### config.mk
export PLATFORM = sky130hd
export DESIGN_NAME = pwm_gen
export DESIGN_NICKNAME = d
export VERILOG_FILES = /design/src/rtl/pwm_gen.sv
export SDC_FILE = /design/constraint.sdc
export NUM_CORES = 1
export LEC_CHECK = 0
export BUFFER_PORTS_ARGS = -buffer_cell sky130_fd_sc_hd__buf_2
export CAP_MARGIN = 0
export CORE_UTILIZATION = 47
export DETAILED_ROUTE_END_ITERATION = 12
export PLACE_DENSITY = 0.72
export SYNTH_ARGS = -nofsm -noshare
export SYNTH_HDL_FRONTEND = slang
export SYNTH_SLANG_ARGS = --single-unit
### constraint.sdc
create_clock -name clock -period 2.2 [get_ports clock]
set_input_delay 0.33 -clock clock [delete_from_list [all_inputs] [get_ports clock]]
set_output_delay 0.33 -clock clock [all_outputs]
set_load 0.01 [all_outputs]
### src/rtl/pwm_gen.sv
// pwm_gen: turns the value of a free-running N-bit counter into a PWM waveform.
// The period is 2^N clocks and starts where the counter wraps to zero. A new
// duty value is accepted into a shadow register through a valid/ready handshake,
// and it only takes effect at a period boundary, so no period is ever cut short.
// A four-state FSM handles run/stop. A stop request always lets the current
// period finish before the output goes idle.
// Optional build macro: PWM_PERIOD_IRQ_EN adds a sticky period interrupt
// (ports irq_clr / irq).
module pwm_gen #(
    parameter int N = 8
) (
    input  logic         clock,
    input  logic         reset_n,
    input  logic [N-1:0] cnt,
    input  logic         enable,
    input  logic [N:0]   duty_in,
    input  logic         duty_valid,
    output logic         duty_ready,
    output logic         pwm_out,
    output logic         period_start,
`ifdef PWM_PERIOD_IRQ_EN
    input  logic         irq_clr,
    output logic         irq,
`endif
    output logic         busy
);

    typedef enum logic [1:0] {
        IDLE  = 2'd0,
        ARMED = 2'd1,
        RUN   = 2'd2,
        DRAIN = 2'd3
    } state_t;

    state_t     state_q, state_d;
    logic [N:0] active_duty_q, active_duty_d;
    logic [N:0] shadow_q, shadow_d;
    logic       shadow_full_q, shadow_full_d;
    logic       pwm_q, pwm_d;
    logic       period_start_q, period_start_d;

    logic       boundary;
    logic       run_next;
    logic       accept;
    logic       load;
    logic [N:0] duty_eff;

    assign boundary = (cnt == '0);

    // Next-state logic for run/stop. When DRAIN reaches a boundary, the
    // boundary wins over a fresh enable.
    always_comb begin
        state_d = state_q;
        unique case (state_q)
            IDLE: begin
                if (enable) state_d = ARMED;
            end
            ARMED: begin
                if (boundary)     state_d = RUN;
                else if (!enable) state_d = IDLE;
            end
            RUN: begin
                if (!enable) state_d = DRAIN;
            end
            DRAIN: begin
                if (boundary)    state_d = IDLE;
                else if (enable) state_d = RUN;
            end
            default: state_d = IDLE;
        endcase
    end

    assign run_next = (state_d == RUN) || (state_d == DRAIN);

    // Shadow handshake, duty transfer at the boundary, and the compare.
    // Accept and load never coincide: accept needs an empty shadow, and load
    // needs a full one.
    always_comb begin
        accept         = duty_valid & ~shadow_full_q;
        load           = boundary & shadow_full_q & run_next;
        shadow_d       = shadow_q;
        shadow_full_d  = shadow_full_q;
        active_duty_d  = active_duty_q;
        if (accept) begin
            shadow_d      = duty_in;
            shadow_full_d = 1'b1;
        end
        if (load) begin
            active_duty_d = shadow_q;
            shadow_full_d = 1'b0;
        end
        duty_eff       = load ? shadow_q : active_duty_q;
        pwm_d          = run_next & ({1'b0, cnt} < duty_eff);
        period_start_d = boundary & run_next;
    end

    // FSM state register.
    always_ff @(posedge clock or negedge reset_n) begin
        if (!reset_n) state_q <= IDLE;
        else          state_q <= state_d;
    end

    // Duty registers and the registered waveform outputs.
    always_ff @(posedge clock or negedge reset_n) begin
        if (!reset_n) begin
            active_duty_q  <= '0;
            shadow_q       <= '0;
            shadow_full_q  <= 1'b0;
            pwm_q          <= 1'b0;
            period_start_q <= 1'b0;
        end else begin
            active_duty_q  <= active_duty_d;
            shadow_q       <= shadow_d;
            shadow_full_q  <= shadow_full_d;
            pwm_q          <= pwm_d;
            period_start_q <= period_start_d;
        end
    end

`ifdef PWM_PERIOD_IRQ_EN
    logic irq_q, irq_d;

    // Sticky period flag. It rises together with period_start, and a set wins
    // over a clear in the same cycle.
    always_comb begin
        irq_d = period_start_d | (irq_q & ~irq_clr);
    end

    // Interrupt flag register.
    always_ff @(posedge clock or negedge reset_n) begin
        if (!reset_n) irq_q <= 1'b0;
        else          irq_q <= irq_d;
    end

    assign irq = irq_q;
`endif

    assign duty_ready   = ~shadow_full_q;
    assign pwm_out      = pwm_q;
    assign period_start = period_start_q;
    assign busy         = (state_q != IDLE);

endmodule

* After elaboration in Yosys (flattened, before gate mapping)
Cells that the tools add are included.
** Word-level totals
- Output and inout port bits :: 4
- Word-level logic and storage cells :: 33
- Bits in registers :: 23
- Input port bits :: 21
** Operators by class
- Muxes and demuxes :: 10
- Bitwise logic cells :: 6
- Reductions and logical operators :: 5
- Magnitude comparators :: 1
- Equality and inequality tests :: 5
** Operators by type and width (number)
- 2-bit two-way mux :: 6
- 8-bit by 9-bit less-than comparator with 1-bit output :: 1
- 9-bit two-way mux :: 1
- 2-bit == test, second input constant :: 4
- 8-bit zero test :: 1
- 2-bit one-hot mux with 4 select lines :: 1
- 1-bit bitwise AND :: 5
- 2-bit nonzero test :: 2
- 2-bit by 1-bit == test with 1-bit output, second input constant :: 1
- 2-bit zero test :: 1
- 1-bit two-way mux :: 2
- 1-bit logical OR :: 1
- 1-bit NOT :: 1

* Depth between registers and ports, before layout
- Depth after elaboration :: 9
- Depth in mapped cells :: 11

* Worst setup path before layout
OpenSTA, ideal clock, no wires.
- Path type :: input to register
- From :: in cnt[1]
- To :: reg pwm_q (netlist: pwm_out)
- Arrival time :: 2.182 ns
- Setup slack :: -0.047 ns
- Cell stages on the path :: 11
- Path through :: nor4_2 > nand4_1 > buf_6 > mux2_2 > inv_1 > ha_1 > and3_1 > a221o_1 > nand2_1 > o211a_1 > o21ba_1
** Between the ends
- Cells in the longest elaborated chain, start to end :: 9
- Elaborated cells on any way between the ends :: 12
** Ends and longest elaborated chain
- start, declared :: RTL line 14 : input logic [N-1:0] cnt,
- 8-bit zero test :: RTL line 48 : assign boundary = (cnt == '0);
- 2-bit two-way mux (on tied branches) :: RTL line 66, 59
- 2-bit one-hot mux with 4 select lines :: RTL line 54 : unique case (state_q)
- 2-bit == test :: RTL line 73 : assign run_next = (state_d == RUN) || (state_d == DRAIN);
- 1-bit logical OR :: RTL line 73
- 1-bit bitwise AND :: RTL line 80 : load = boundary & shadow_full_q & run_next;
- 9-bit two-way mux
- 8-bit by 9-bit less-than comparator with 1-bit output :: RTL line 93 : pwm_d = run_next & ({1'b0, cnt} < duty_eff);
- 1-bit bitwise AND (*) :: RTL line 93
- net pwm_d :: RTL line 39 : logic pwm_q, pwm_d;
- end signal, assigned :: RTL line 115 : pwm_q <= pwm_d;
- end, declared :: RTL line 39
Mark *: on every way through the listed nets, which the timed path passes. The rest lies on a longest branch.
A chain may end at the register's enable or synchronous reset.

* Worst setup path after layout
- From :: reg state_q[1]
- To :: reg pwm_q (netlist: pwm_out)
** Between the ends
- Cells in the longest elaborated chain, start to end :: 9
- Elaborated cells on any way between the ends :: 18
** Ends and longest elaborated chain
- start, declared :: RTL line 35 : state_t state_q, state_d;
- start signal, assigned :: RTL line 100 : else state_q <= state_d;
- 2-bit two-way mux (on tied branches) :: RTL line 67, 60
- 2-bit two-way mux (on tied branches) :: RTL line 66, 59
- 2-bit one-hot mux with 4 select lines (*) :: RTL line 54
- 2-bit == test :: RTL line 73
- 1-bit logical OR (*) :: RTL line 73
- 1-bit bitwise AND :: RTL line 80
- 9-bit two-way mux
- 8-bit by 9-bit less-than comparator with 1-bit output :: RTL line 93
- 1-bit bitwise AND (*) :: RTL line 93
- net pwm_d :: RTL line 39
Marks and branches as above.

==> flow_metrics.env <==
export IMPL_outcome="finished, violations left"
export IMPL_violations="negative setup slack"
export IMPL_slew_limit_headroom=0.663
export IMPL_endpoint_kind="flip-flop"
export IMPL_syn_num_nets=111
export IMPL_track_usage=0.200
export IMPL_grt_max_degree=24
export IMPL_gp_congestion=0.719
export IMPL_crit_required_ns=2.47
export IMPL_design_power_total_mw=0.816
export IMPL_crit_path_start="state_q[1]"
export IMPL_antenna_found_initial=0
export IMPL_cts_made_buffers=3
export IMPL_wl_per_cell_um=13.3
export IMPL_post_route_period_util=1.07
export IMPL_num_antenna_cells=0
export IMPL_io_buffers=24
export IMPL_utilization=0.684
export IMPL_power_leakage_nw=0.825
export IMPL_maxCapViolations=0
export IMPL_vias=776
export IMPL_ant_nets=0
export IMPL_synth_area_um2=1090
export IMPL_cts_root_buffer_cell="clkbuf_4"
export IMPL_worst_pin_slew_ns=0.506
export IMPL_critPathBufInv=2
export IMPL_ys_types=24
export IMPL_crit_arrival_ns=2.62
export IMPL_nets=159
export IMPL_fmaxAchievable_mhz=425
export IMPL_clk_latency_ns=0.31
export IMPL_period_needed_ns=2.36
export IMPL_maxSlewViolCount=0
export IMPL_crit_family="compound AO/OA/AOI/OAI gates"
export IMPL_core_um2=2190
export IMPL_chipWidth_um=50.2
export IMPL_ys_ff_latch=23
export IMPL_synth_top_area_frac=0.528
export IMPL_yosysWarnings=0
export IMPL_drt_total_wl_mm=2.11
export IMPL_row_count=17
export IMPL_finalSetupViolCount=1
export IMPL_grt_first_pass_wirelength_mm=3.62
export IMPL_crit_chain="xor2_1, nand4_1, buf_6, mux2_4, inv_2, ha_4, and3_4, a221o_1, nand2_1, o211a_1, o21ba_1"
export IMPL_critical_path_depth=11
export IMPL_critPathSlowestCell="dfrtp_1"
export IMPL_area_delta_synth_final_pct=37.4
export IMPL_yosys_area_top_type="dfrtp_1"
export IMPL_finClkSkew_ns=0.00359
export IMPL_rr_startpoint="state_q[1]"
export IMPL_synth_area_leaders="dfrtp_1, mux2_2, ha_1"
export IMPL_fillers=185
export IMPL_clockBufferDepth=2
export IMPL_peakVddDrop_mv=0.531
export IMPL_start_kind="flip-flop"
export IMPL_ff2ff_path_depth=11
export IMPL_min_from="duty_valid"
export IMPL_htree_levels=1
export IMPL_ios=25
export IMPL_power_density_nw_per_um2=545
export IMPL_hold_viol_final=0
export IMPL_place_ws_ns=-0.374
export IMPL_firstDrtPassIters=3
export IMPL_die_y_um=50.2
export IMPL_drt_vias_per_instance=4.91
export IMPL_cts_clk_slew_worst_paths_ns=0.12
export IMPL_max_stage_delay_ns=0.42
export IMPL_synth_area_per_cell_um2=13.1
export IMPL_cts_tree="yes"
export IMPL_rsz0062_at_grt="yes"
export IMPL_ys_seq_area_frac=0.528
export IMPL_stdcell_area_um2=1500
export IMPL_crit_fanout=7
export IMPL_cts_sinks=23
export IMPL_drive_gt1_frac=0.538
export IMPL_initialDrtViolationCount=1
export IMPL_initial_core_util=0.497
export IMPL_place_area_um2=1400
export IMPL_worstSetupPathType="flip-flop to flip-flop"
export IMPL_hold_depth=2
export IMPL_dp_hpwl_mm=1.69
export IMPL_fin_ws_ns=-0.156
export IMPL_grt_pass1_vias=824
export IMPL_syn_instance_count=83
export IMPL_hp_class="input pin to flip-flop"
export IMPL_die_area_um2=2520
export IMPL_globalRouteOverflowTotal=0
export IMPL_drc=0
==> report_power, final <==
part	internal, mW	switching [mW]
clock	0.0681	0.126
combinational	0.0871	0.0617
sequential	0.454	0.0184
==> repair_timing <==
action | CTS | global route
gates resized for setup | 3 | 3
pin swaps | 3 | 3
hold buffers | 1 | 0
hold endpoints to repair | 23 | 0
buffers inserted | 1 | 1
endpoints found under the setup margin | 1 | 1
==> per-stage QoR <==
step / hold WS, ns / setup TNS (ns) / std cells
after floorplan: 0.0344 / -0.00418 / 83
after global placement: 0.323 / -0.257 / 151
after detailed placement: 0.327 / -0.374 / 151
after CTS: 0.217 / -0.145 / 157
after global routing: 0.216 / -0.242 / 158
final: 0.223 / -0.156 / 158
==> cell usage after synthesis <==
cell	instances
dfrtp_1	23
mux2_2	12
inv_1	9
ha_1	7
mux2i_1	5
a21o_1	3
a21oi_1	2
and3_1	2
nand2_1	2
nor2b_1	2
nor4_2	2
xor2_1	2
a221o_1	1
and2_1	1
buf_6	1
clkbuf_1	1
mux2_4	1
nand3_1	1
nand4_1	1
o211a_1	1
o21a_1	1
o21ba_1	1
or2_2	1
xnor2_1	1
==> metal layers <==
metal,global-route usage,vias up,routed length [µm]
li1,-,381,-
met4,0.0857,0,31
met2,0.329,21,1060
met1,0.261,372,928
met5,0,-,0
met3,0.0303,2,89
==> worst reg2reg max path: cells and delay by family, from the launching register on <==
family	cells	cell delay, ns
adder cells (fa/ha/maj)	1	0.19
XOR/XNOR	1	0.21
AND/OR/NAND/NOR	3	0.39
buffers and inverters	2	0.25
flip-flops	1	0.42
AO/OA/AOI/OAI	3	0.54
multiplexers	1	0.31
==> flip-flops by register name, indices dropped and copies added (netlist names) <==
signal and count:
shadow_full_q 1, period_start 1, state_q 2, shadow_q 9, pwm_out 1, active_duty_q 9
==> final cells by class <==
type	count	area, µm²	share of cell area
inverters	9	33.8	0.0226
repair buffers	45	284	0.190
clock inverters	1	5.00	0.00334
multi-input cells	49	542	0.362
well taps	28	35.0	0.0234
clock buffers	3	22.5	0.0150
flip-flops and latches	23	576	0.384
==> path summary, 6_finish.rpt <==
check	to	slack, ns
worst min register to register	active_duty_q[2]	0.50
worst max register to register	pwm_out	-0.16
worst max-delay path	pwm_out	-0.16
min in group asynchronous	period_start	0.50
max in group asynchronous	active_duty_q[1]	1.36
worst min-delay path	shadow_full_q	0.22
==> cells by family after synthesis <==
group / count (synthesis) / synth area share
flops: 23 / 0.528
mux: 18 / 0.184
simple gates: 12 / 0.0746
buf+inv: 11 / 0.0448
compound gates: 9 / 0.0643
fa+ha+maj: 7 / 0.0804
xor+xnor: 3 / 0.0241
==> cell usage in the layout, fill, tap and decap left out, drive strengths merged, types with 3 or more instances in the layout <==
cell     n
dfrtp   23
buf     44
mux2    13
mux2i    5
ha       7
inv      9
a21o     3
clkbuf   3
Power figures use the tool's default switching activity.
